<file path="src/rtl/load_store_unit.sv">
// -----------------------------------------------------------------------------
// load_store_unit
//   Memory-stage load/store unit. It accepts one access per start pulse and
//   checks funct3 legality and alignment. A legal access is issued on a
//   word-wide req/ack memory port, and the request is held until mem_ack or a
//   timeout. The unit returns extended load data together with a one-cycle
//   done pulse and fault flags.
//
// Ports
//   clk, rst              clock, asynchronous active-high reset
//   start, is_store       one-cycle access request, 1 = store / 0 = load
//   funct3, addr          RV32I width code, byte address
//   store_data            rs2 value for stores
//   busy, done            access in progress, one-cycle completion pulse
//   load_data             extended load result (holds between loads)
//   misaligned, bus_err   fault flags, valid only while done is high
//   mem_req, mem_we       memory request / write enable
//   mem_addr, mem_wstrb   word-aligned address, byte strobes
//   mem_wdata             lane-replicated store data
//   mem_rdata, mem_ack    read word and one-cycle acknowledge
// -----------------------------------------------------------------------------
module load_store_unit #(
    parameter int TIMEOUT = 15
) (
    input  logic        clk,
    input  logic        rst,
    input  logic        start,
    input  logic        is_store,
    input  logic [2:0]  funct3,
    input  logic [31:0] addr,
    input  logic [31:0] store_data,
    output logic        busy,
    output logic        done,
    output logic [31:0] load_data,
    output logic        misaligned,
    output logic        bus_err,
    output logic        mem_req,
    output logic        mem_we,
    output logic [31:0] mem_addr,
    output logic [3:0]  mem_wstrb,
    output logic [31:0] mem_wdata,
    input  logic [31:0] mem_rdata,
    input  logic        mem_ack
);

    localparam int CNT_W = (TIMEOUT > 1) ? $clog2(TIMEOUT) : 1;

    typedef enum logic [1:0] {IDLE, ACCESS, RESP} state_t;

    state_t             state_q, state_d;
    logic [CNT_W-1:0]   cnt_q, cnt_d;
    logic               is_store_q, is_store_d;
    logic [2:0]         funct3_q, funct3_d;
    logic [1:0]         off_q, off_d;
    logic               busy_q, busy_d;
    logic               done_q, done_d;
    logic               mis_q, mis_d;
    logic               berr_q, berr_d;
    logic               mem_req_q, mem_req_d;
    logic               mem_we_q, mem_we_d;
    logic [31:0]        mem_addr_q, mem_addr_d;
    logic [3:0]         mem_wstrb_q, mem_wstrb_d;
    logic [31:0]        mem_wdata_q, mem_wdata_d;
    logic [31:0]        load_data_q, load_data_d;

    logic               accept;
    logic               illegal;
    logic               unaligned;

    function automatic logic [31:0] extract_load(input logic [2:0]  f3,
                                                 input logic [1:0]  off,
                                                 input logic [31:0] rdata);
        logic [7:0]  b;
        logic [15:0] h;
        case (off)
            2'd0:    b = rdata[7:0];
            2'd1:    b = rdata[15:8];
            2'd2:    b = rdata[23:16];
            default: b = rdata[31:24];
        endcase
        h = off[1] ? rdata[31:16] : rdata[15:0];
        case (f3)
            3'b000:  return {{24{b[7]}}, b};
            3'b100:  return {24'b0, b};
            3'b001:  return {{16{h[15]}}, h};
            3'b101:  return {16'b0, h};
            default: return rdata;
        endcase
    endfunction

    function automatic logic [3:0] store_strobe(input logic [2:0] f3,
                                                input logic [1:0] off);
        case (f3[1:0])
            2'b00:   return 4'b0001 << off;
            2'b01:   return off[1] ? 4'b1100 : 4'b0011;
            default: return 4'b1111;
        endcase
    endfunction

    function automatic logic [31:0] store_lanes(input logic [2:0]  f3,
                                                input logic [31:0] sd);
        case (f3[1:0])
            2'b00:   return {4{sd[7:0]}};
            2'b01:   return {2{sd[15:0]}};
            default: return sd;
        endcase
    endfunction

    // A start landing on the RESP->IDLE edge is accepted so back-to-back
    // accesses lose no cycle; a start during ACCESS is dropped.
    assign accept = start && (state_q != ACCESS);

    always_comb begin
        illegal = 1'b0;
        if (is_store) begin
            illegal = funct3[2] || (funct3[1:0] == 2'b11);
        end else begin
            illegal = (funct3 == 3'b011) || (funct3 == 3'b110) || (funct3 == 3'b111);
        end
        unaligned = ((funct3[1:0] == 2'b01) && addr[0]) ||
                    ((funct3[1:0] == 2'b10) && (addr[1:0] != 2'b00));
    end

    always_comb begin
        state_d     = state_q;
        cnt_d       = cnt_q;
        is_store_d  = is_store_q;
        funct3_d    = funct3_q;
        off_d       = off_q;
        done_d      = 1'b0;
        mis_d       = 1'b0;
        berr_d      = 1'b0;
        mem_req_d   = 1'b0;
        mem_we_d    = 1'b0;
        mem_addr_d  = mem_addr_q;
        mem_wstrb_d = mem_wstrb_q;
        mem_wdata_d = mem_wdata_q;
        load_data_d = load_data_q;

        case (state_q)
            ACCESS: begin
                // An ack in the last permitted cycle wins over the timeout.
                if (mem_ack) begin
                    state_d = RESP;
                    done_d  = 1'b1;
                    if (!is_store_q) begin
                        load_data_d = extract_load(funct3_q, off_q, mem_rdata);
                    end
                end else if (cnt_q == CNT_W'(TIMEOUT - 1)) begin
                    state_d = RESP;
                    done_d  = 1'b1;
                    berr_d  = 1'b1;
                end else begin
                    cnt_d     = cnt_q + CNT_W'(1);
                    mem_req_d = 1'b1;
                    mem_we_d  = mem_we_q;
                end
            end
            RESP:    state_d = IDLE;
            default: ;
        endcase

        if (accept) begin
            is_store_d = is_store;
            funct3_d   = funct3;
            off_d      = addr[1:0];
            if (illegal) begin
                state_d = RESP;
                done_d  = 1'b1;
                berr_d  = 1'b1;
            end else if (unaligned) begin
                state_d = RESP;
                done_d  = 1'b1;
                mis_d   = 1'b1;
            end else begin
                state_d     = ACCESS;
                cnt_d       = '0;
                mem_req_d   = 1'b1;
                mem_we_d    = is_store;
                mem_addr_d  = {addr[31:2], 2'b00};
                mem_wstrb_d = is_store ? store_strobe(funct3, addr[1:0]) : 4'b0000;
                mem_wdata_d = is_store ? store_lanes(funct3, store_data) : 32'b0;
            end
        end

        busy_d = (state_d != IDLE);
    end

    always_ff @(posedge clk or posedge rst) begin
        if (rst) begin
            state_q     <= IDLE;
            cnt_q       <= '0;
            is_store_q  <= 1'b0;
            funct3_q    <= 3'b0;
            off_q       <= 2'b0;
            busy_q      <= 1'b0;
            done_q      <= 1'b0;
            mis_q       <= 1'b0;
            berr_q      <= 1'b0;
            mem_req_q   <= 1'b0;
            mem_we_q    <= 1'b0;
            mem_addr_q  <= 32'b0;
            mem_wstrb_q <= 4'b0;
            mem_wdata_q <= 32'b0;
            load_data_q <= 32'b0;
        end else begin
            state_q     <= state_d;
            cnt_q       <= cnt_d;
            is_store_q  <= is_store_d;
            funct3_q    <= funct3_d;
            off_q       <= off_d;
            busy_q      <= busy_d;
            done_q      <= done_d;
            mis_q       <= mis_d;
            berr_q      <= berr_d;
            mem_req_q   <= mem_req_d;
            mem_we_q    <= mem_we_d;
            mem_addr_q  <= mem_addr_d;
            mem_wstrb_q <= mem_wstrb_d;
            mem_wdata_q <= mem_wdata_d;
            load_data_q <= load_data_d;
        end
    end

    assign busy       = busy_q;
    assign done       = done_q;
    assign misaligned = mis_q;
    assign bus_err    = berr_q;
    assign mem_req    = mem_req_q;
    assign mem_we     = mem_we_q;
    assign mem_addr   = mem_addr_q;
    assign mem_wstrb  = mem_wstrb_q;
    assign mem_wdata  = mem_wdata_q;
    assign load_data  = load_data_q;

endmodule
</file>
<file path="config.mk">
export PLATFORM = sky130hd
export DESIGN_NAME = load_store_unit
export DESIGN_NICKNAME = d
export VERILOG_FILES = /design/src/rtl/load_store_unit.sv
export SDC_FILE = /design/constraint.sdc
export NUM_CORES = 1
export LEC_CHECK = 0
export BUFFER_PORTS_ARGS = -buffer_cell sky130_fd_sc_hd__buf_2
export CAP_MARGIN = 25
export CORE_AREA = 2 2 151 153
export DETAILED_ROUTE_END_ITERATION = 12
export DIE_AREA = 0 0 153 155
export PLACE_DENSITY = 0.59
export SLEW_MARGIN = 20
export SYNTH_ARGS = -nofsm -noshare
export SYNTH_HDL_FRONTEND = slang
export SYNTH_SLANG_ARGS = --single-unit
export TNS_END_PERCENT = 10
</file>
<file path="constraint.sdc">
create_clock -name clk -period 5.2 [get_ports clk]
set_input_delay 0.78 -clock clk [delete_from_list [all_inputs] [get_ports clk]]
set_output_delay 0.78 -clock clk [all_outputs]
set_load 0.02 [all_outputs]
</file>
==> impl_metrics.yaml, run 1 <==
final_layout:
  area_growth_syn_to_layout_pct: 32.97
  fillCellCount: 2340
  layoutNonFillerInstCount: 1061
  multiInputGateArea_um2: 2540
  drive_gt1_frac: 0.3871
  regArea_um2: 2903
  final_nets: 869
  final_util: 0.3380
timing:
  setup_slack_ns: 2.519
  relSlewSlack: 0.3370
  rsz0062_at_grt: "false"
  fin_tns_setup_ns: 0
  worstMarginPinSlew_ns: 0.9945
  fmax_mhz: 373.0
  skew_ns: 0.01360
  finalCritPeriodShare: 0.5156
  finalSetupViolations: 0
  fin_crit_ns: 2.681
  slew_viol_final: 0
  finalHoldViolations: 0
drt:
  drt-pass1-iter-count: 4
  route.vias.total: 4892
  ant_nets: 0
  drt_iter0_markers: 271
  routedWlPerCell_um: 15.75
  drc: 0
  routed_wl_mm: 16.71
  vias_per_cell: 4.611
clock_tree:
  cts.reportedPaths.clkPinSlew_ns: 0.05
  cts_resized: 0
  clk_path_buf_depth: 2
  ctsHtreeMaxLevel: 4
  hold_buffers: 0
  clkLatencyLatePin_ns: 0.42
  numClockSinks: 116
  cts_tree: "done"
  cts-root-buf: "clkbuf_16"
  post-cts-setup-buffers: 0
  numCtsBuffers: 17
yosys:
  synth_area_um2: 5650
  synthArstFlopShare: 1.000
  avgSynthCellArea_um2: 9.896
  synthDistinctLibCells: 46
  yosysSeqAreaShare: 0.5137
  yosys_warnings: 0
  ys.flop_type: "dfrtp_1"
  synth_edf_count: 0
  syn_inst: 571
  synth-seq-cells: 116
die:
  core-area_um2: 22230
  start_util: 0.2542
  rows: 55
  io_pins: 210
  die-height_um: 155
  dieArea_um2: 23720
  die_w_um: 153
power:
  ir_drop_mv: 0.1645
  leakage_nw: 3.795
  p_per_area_nw_per_um2: 502.1
critical_path:
  cp_slowest_stage_delay_ns: 0.74
  crit_chain: "buf_2, a221o_1, a21o_4, buf_4, o21ai_0"
  cp_max_fo: 76
  slowest_stage: "a21o_4"
  crit_path_start_kind: "primary input"
  cp.arrival_ns: 2.96
  critical_path_class: "primary input to register"
  crit_path_end_kind: "register"
  worstPathRequired_ns: 5.48
run:
  drv_cap: 0
placement:
  hpwl_mm: 12.02
  port_buffers: 207
  gp_congestion: 0.7989
  dp.cells: 1028
  dp_slack_ns: 2.044
global_route:
  overflow: 0
  grt_pass1_wl_mm: 26.36
  grt_max_degree: 77
  antenna_found_initial: 2
  grt_usage: 0.1408
  grt_pass1_vias: 4784
hold_path:
  min_path_type: "register to register"
outcome:
  status: "finished, final reports clean"
==> layout by cell type, fill, tap and decap left out, drive strengths merged, types with 2 or more instances in the layout <==
master    synthesis  routed
conb              1       2
nand2b            4       4
clkinvlp          0       2
nor2b             3       3
nand3            39      39
o21ai            66      66
nor4              2       2
o31a              2       2
a2bb2oi           3       3
inv               6       6
nand3b            2       2
buf               9     213
dfrtp           116     116
clkinv            0       3
a31oi             6       6
nor3              4       4
nand2           126     126
o22ai             2       2
bufinv            0       3
clkbuf           33      24
or3               9       9
mux2i            16      16
nor2             20      20
mux2             54      54
a221o             2       2
ha                3       3
a21boi            2       2
a21oi            20      20
a21o              5       5
==> cells by family (layout without fill, tap and decap cells) <==
kind of cell / count (synthesis) / after routing / share of synthesized area
flip-flops: 116 / 116 / 0.5137
adder cells (fa/ha/maj): 3 / 3 / 0.006644
other: 1 / 3 / 0.0006637
multiplexers: 70 / 70 / 0.1539
AO/OA/AOI/OAI: 114 / 114 / 0.1147
buffers and inverters: 48 / 251 / 0.03875
XOR/XNOR: 2 / 2 / 0.003101
AND/OR/NAND/NOR: 217 / 217 / 0.1685
==> final timing paths <==
check	to	slack, ns	depth (start not counted)	from
hold reg to reg	mem_wdata[27]	0.47	2	mem_wdata[27]
setup / recovery	mem_wdata[5]	2.52	5	is_store
min in group asynchronous	mem_addr[9]	0.54	2	rst
setup reg to reg	mem_wdata[5]	2.59	6	state_q[1]
max in group asynchronous	mem_addr[21]	3.44	3	rst
hold / removal	mem_wdata[27]	0.47	2	mem_wdata[27]
==> sequential cells by signal, indices dropped and copies added (netlist names) <==
register    cells
load_data      32
mem_wdata      32
mem_addr       30
cnt_q           4
mem_wstrb       4
funct3_q        3
off_q           2
state_q         2
bus_err         1
busy            1
done            1
is_store_q      1
mem_req         1
mem_we          1
misaligned      1
==> area by class of cell <==
| type | count | area share |
|---|---|---|
| flip-flops and latches | 116 | 0.3863 |
| well taps | 285 | 0.04746 |
| clock inverters | 8 | 0.01649 |
| inverters | 6 | 0.003331 |
| clock buffers | 24 | 0.06411 |
| repair buffers | 213 | 0.1439 |
| multi-input cells | 408 | 0.3381 |
| diodes | 1 | 0.0003331 |
==> worst max-delay path, delay by kind of cell <==
family | cells | cell delay [ns]
AOI/OAI and AO/OA | 3 | 1.23
buffers and inverters | 2 | 0.91
==> metrics by stage <==
stage	total power [mW]	hold slack (ns)	cell area (um2)
2_1_floorplan	2.135	0.4522	5654
3_3_place_gp	2.583	0.4579	6905
3_5_place_dp	2.598	0.4661	6905
4_1_cts	3.827	0.4787	7511
5_1_grt	3.994	0.5059	7511
6_report	3.772	0.4697	7513
==> power by group <==
part           internal, mW  switching, mW  leakage [nW]
combinational         0.470          0.737          2.06
sequential             1.18          0.179          1.45
clock                 0.791          0.418         0.290
total                  2.44           1.33          3.79
==> layer usage <==
metal / wire length, um / track usage / vias to the layer above
met5: 13 / 0 / -
met4: 188 / 0.04101 / 2
met3: 1507 / 0.05265 / 19
met2: 7678 / 0.2157 / 197
met1: 7317 / 0.1864 / 2314
li1: - / - / 2360
==> cell usage after synthesis (3+ instances only) <==
cell,count,share of area
mux2_2,27,0.054
nand2b_1,4,0.0044
ha_1,3,0.0066
clkbuf_1,33,0.022
or3_1,9,0.010
buf_6,4,0.0080
dfrtp_1,116,0.51
a21oi_1,20,0.018
nand2_1,126,0.084
a21o_1,5,0.0066
o21ai_0,66,0.058
a31oi_1,6,0.0066
nor3_1,4,0.0035
nor2b_1,3,0.0033
nor2_1,20,0.013
a2bb2oi_1,3,0.0047
mux2i_1,16,0.028
inv_1,6,0.0040
mux2_4,27,0.072
nand3_1,39,0.035
Power figures use the tool's default switching activity.
==> run 2: changes to the inputs <==
==> constraint.sdc (replaced) <==
create_clock -name clk -period 2.75 [get_ports clk]
set_input_delay 0.4125 -clock clk [delete_from_list [all_inputs] [get_ports clk]]
set_output_delay 0.4125 -clock clk [all_outputs]
set_load 0.02 [all_outputs]
==> impl_metrics.yaml, run 2 (synthesis results as in run 1) <==
critical_path:
  worstPathRequired_ns: 3.04
  critPathLaunch: "state_q[1]"
  crit_path_end_kind: "register"
  crit_path_start_kind: "register"
  slowest_stage: "dfrtp_1"
  reg2reg_depth: 6
  r2r_slack_ns: 0.60
  cp_max_fo: 59
  cp.arrival_ns: 2.45
  rr_startpoint: "state_q[1]"
  critical_path_class: "register to register"
  r2r-end: "mem_addr[28]"
  crit_chain: "inv_1, ha_1, nand2b_1, a21o_4, buf_16, mux2_2"
  cp_slowest_stage_delay_ns: 0.38
power:
  leakage_nw: 3.895
  ir_drop_mv: 0.3723
  p_per_area_nw_per_um2: 967.0
  power_mw: 7.462
outcome:
  status: "finished, final reports clean"
final_layout:
  drive_gt1_frac: 0.3995
  area_growth_syn_to_layout_pct: 36.56
  layout_commonest_cell: "buf_2"
  final_util: 0.3471
  multiInputGateArea_um2: 2540
  stdcell_area_um2: 7716
  regArea_um2: 2903
  fillCellCount: 2275
  diodes: 0
  final_nets: 880
  layout_common_cells: "207 x buf_2, 126 x nand2_1, 116 x dfrtp_1, 66 x o21ai_0, 39 x nand3_1"
clock_tree:
  numCtsBuffers: 17
  hold_buffers: 0
  numClockSinks: 116
  cts.reportedPaths.clkPinSlew_ns: 0.06
  cts-root-buf: "clkbuf_16"
  cts_tree: "done"
  post-cts-setup-buffers: 0
  cts_resized: 0
  clk_path_buf_depth: 2
  clkLatencyLatePin_ns: 0.41
  ctsHtreeMaxLevel: 4
timing:
  finalCritPeriodShare: 0.7828
  skew_ns: 0.009601
  rsz0062_at_grt: "false"
  relSlewSlack: 0.4666
  finalHoldViolations: 0
  fin_tns_setup_ns: 0
  finalSetupViolations: 0
  whs_ns: 0.1475
  fmax_mhz: 464.5
  fin_crit_ns: 2.153
  worstMarginPinSlew_ns: 0.7985
  slew_viol_final: 0
drt:
  drt-pass1-iter-count: 4
  ant_nets: 0
  routed_wl_mm: 17.17
  drc: 0
  route.vias.total: 4935
  routedWlPerCell_um: 16.03
  vias_per_cell: 4.608
  drt_iter0_markers: 216
die:
  core-area_um2: 22230
  dieArea_um2: 23720
  io_pins: 210
  die_w_um: 153
  start_util: 0.2542
  rows: 55
  die-height_um: 155
hold_path:
  min_path_type: "primary input to asynchronous set/reset pin"
global_route:
  grt_usage: 0.1440
  antenna_found_initial: 0
  overflow: 0
  grt_pass1_vias: 4845
  grt_max_degree: 60
  grt_pass1_wl_mm: 26.97
placement:
  post_dp_cell_area_um2: 7034
  gp_congestion: 0.7492
  hpwl_mm: 12.25
  port_buffers: 207
run:
  drv_cap: 0
run 2: layout make-up:
cell class | count | area share
clock buffer | 20 | 0.05919
tap | 285 | 0.04621
timing repair buffer | 224 | 0.1566
sequential | 116 | 0.3762
inverter | 6 | 0.003405
clock inverter | 12 | 0.02919
multi-input combinational | 408 | 0.3292
run 2: routing by layer:
metal	share of wire	global-route usage	vias up
met4	0.010	0.03660	0
met3	0.086	0.05599	13
li1	-	-	2385
met5	0	0	-
met2	0.46	0.2229	196
met1	0.44	0.1898	2341
run 2: worst max path at each step:
stage / slack [ns] / cells past startpoint / end
6_report: 0.60 / 6 / mem_addr[28]
5_1_grt: 0.48 / 6 / mem_addr[29]
4_1_cts: 0.62 / 6 / mem_addr[28]
3_5_place_dp: 0.46 / 5 / mem_addr[24]
3_3_place_gp: 0.44 / 4 / mem_addr[27]
2_1_floorplan: 0.86 / 6 / mem_addr[10]
run 2: worst max-delay path: cells and delay by family (launching register included):
kind,cells,cell delay [ns]
adder cells (fa/ha/maj),1,0.28
AND/OR/NAND/NOR,1,0.19
AO/OA/AOI/OAI,1,0.36
buffers and inverters,2,0.40
flip-flops,1,0.38
multiplexers,1,0.37
run 2: per-stage QoR:
step,instances,setup slack (ns)
2_1_floorplan,572,0.8581
3_3_place_gp,1038,0.4430
3_5_place_dp,1039,0.4620
4_1_cts,1071,0.6156
5_1_grt,1071,0.4792
6_report,1071,0.5972
run 2: power breakdown:
group	internal, mW	leakage [nW]	total (mW)	switching [mW]
clock network	1.75	0.323	2.58	0.825
logic	0.918	2.13	2.36	1.44
registers	2.23	1.45	2.53	0.299
==> run 3: changes to the inputs <==
--- a/config.mk
+++ b/config.mk
@@ -10,7 +10,7 @@
 export CORE_AREA = 2 2 151 153
 export DETAILED_ROUTE_END_ITERATION = 12
 export DIE_AREA = 0 0 153 155
-export PLACE_DENSITY = 0.59
+export PLACE_DENSITY = 0.61
 export SLEW_MARGIN = 20
 export SYNTH_ARGS = -nofsm -noshare
 export SYNTH_HDL_FRONTEND = slang
==> constraint.sdc (replaced) <==
create_clock -name clk -period 1.8 [get_ports clk]
set_input_delay 0.27 -clock clk [delete_from_list [all_inputs] [get_ports clk]]
set_output_delay 0.27 -clock clk [all_outputs]
set_load 0.02 [all_outputs]
==> impl_metrics.yaml, run 3 (synthesis results as in run 1) <==
timing:
  slew_viol_final: 0
  relSlewSlack: 0.6309
  fin_crit_ns: 1.687
  finalHoldViolations: 2
  finalSetupViolations: 0
  skew_ns: 0.01392
  whs_ns: -0.004469
  finalCritPeriodShare: 0.9372
  rsz0062_at_grt: "false"
  fmax_mhz: 592.8
  worstMarginPinSlew_ns: 0.5536
global_route:
  grt_pass1_vias: 4924
  antenna_found_initial: 0
  grt_max_degree: 75
  grt_usage: 0.1473
  overflow: 0
  grt_pass1_wl_mm: 27.48
clock_tree:
  ctsHtreeMaxLevel: 4
  cts_tree: "done"
  cts.reportedPaths.clkPinSlew_ns: 0.05
  clkLatencyLatePin_ns: 0.41
  numClockSinks: 116
  numCtsBuffers: 17
  cts-root-buf: "clkbuf_16"
  clk_path_buf_depth: 2
final_layout:
  diodes: 0
  layout_common_cells: "207 x buf_2, 126 x nand2_1, 116 x dfrtp_1, 66 x o21ai_0, 39 x nand3_1"
  multiInputGateArea_um2: 2555
  final_nets: 906
  final_util: 0.3519
  layout_commonest_cell: "buf_2"
  fillCellCount: 2275
  drive_gt1_frac: 0.4183
  area_growth_syn_to_layout_pct: 38.44
  regArea_um2: 2903
placement:
  gp_congestion: 0.8077
  port_buffers: 207
  hpwl_mm: 12.77
power:
  p_per_area_nw_per_um2: 1374
  power_mw: 10.75
  ir_drop_mv: 0.5290
  leakage_nw: 3.985
drt:
  drt-pass1-iter-count: 4
  drc: 0
  route.vias.total: 5006
  ant_nets: 0
  routed_wl_mm: 17.54
  vias_per_cell: 4.580
  drt_iter0_markers: 248
  routedWlPerCell_um: 16.05
die:
  die-height_um: 155
  io_pins: 210
  dieArea_um2: 23720
  start_util: 0.2542
  core-area_um2: 22230
  rows: 55
  die_w_um: 153
critical_path:
  worstPathRequired_ns: 2.08
  cp_slowest_stage_delay_ns: 0.37
  cp.arrival_ns: 1.97
  cp_max_fo: 18
  rr_startpoint: "state_q[1]"
  r2r_slack_ns: 0.11
  crit_path_start_kind: "register"
  critical_path_class: "register to register"
  slowest_stage: "dfrtp_1"
  r2r-end: "load_data[13]"
  crit_path_end_kind: "register"
  reg2reg_depth: 7
  crit_chain: "inv_1, ha_4, nand3b_1, buf_12, nor4_1, buf_4, a21oi_1"
outcome:
  violations: "hold timing"
  status: "finished, violations left"
hold_path:
  min_path_type: "primary input to asynchronous set/reset pin"
run:
  drv_cap: 0
[run 3: cell types whose count changed in the layout (fill, tap and decap cells not counted), moves of 2 or more]
cell | before | now
clkbuf_8 | 2 | 4
bufinv_16 | 6 | 1
buf_4 | 14 | 36
clkinv_2 | 1 | 5
clkinvlp_4 | 4 | 1
buf_12 | 2 | 5
[run 3: worst max path at each step]
stage,startpoint,slack (ns),to,cells after the start
finish,state_q[1],0.11,load_data[13],7
CTS,state_q[1],0.01,mem_addr[27],6
detailed placement,addr[0],-0.05,mem_wdata[20],7
floorplan,state_q[1],0.02,load_data[9],5
global route,state_q[1],0.03,load_data[28],8
global placement,addr[0],-0.02,mem_addr[4],6
[run 3: worst max-delay path: cells and delay by family, from the launching register on]
| family | cells | cell delay (ns) |
|---|---|---|
| adder cells (fa/ha/maj) | 1 | 0.17 |
| AO/OA/AOI/OAI | 1 | 0.08 |
| buffers and inverters | 3 | 0.50 |
| flip-flops | 1 | 0.37 |
| AND/OR/NAND/NOR | 2 | 0.42 |
[run 3: per-layer routing]
metal	GRT usage	share of wire
met1	0.1921	0.44
met5	0	0
met3	0.04819	0.075
met2	0.2336	0.46
met4	0.04453	0.018
[run 3: report_power, final]
part	total [mW]	switching, mW	internal, mW
Clock	3.14	1.15	2.00
Sequential	3.87	0.469	3.41
Combinational	3.73	2.23	1.50
Total	10.7	3.84	6.90
[run 3: cell type report]
class,instances,area share
Clock inverter,6,0.007038
Sequential cell,116,0.3711
Tap cell,285,0.04559
Inverter,6,0.003359
Timing Repair Buffer,250,0.1844
Multi-Input combinational cell,408,0.3266
Clock buffer,22,0.06190
[run 3: per-stage QoR]
step                std cells  TNS (ns)  worst slack [ns]  cell area (um2)
global route             1093         0           0.02739             7823
CTS                      1091         0           0.01498             7775
floorplan                 572         0           0.01669             5658
detailed placement       1063    -1.176          -0.04746             7232
global placement         1063   -0.3744          -0.02249             7232
finish                   1093         0            0.1130             7823
[run 3: repair_timing]
action / 4_1_cts / 5_1_grt
setup buffers: 0 / 1
hold buffers: 0 / 0
setup endpoints to repair: 11 / 64
gates cloned: 0 / 1
resized for setup: 1 / 3
pin swaps: 0 / 2
endpoints found under the hold margin: 0 / 0
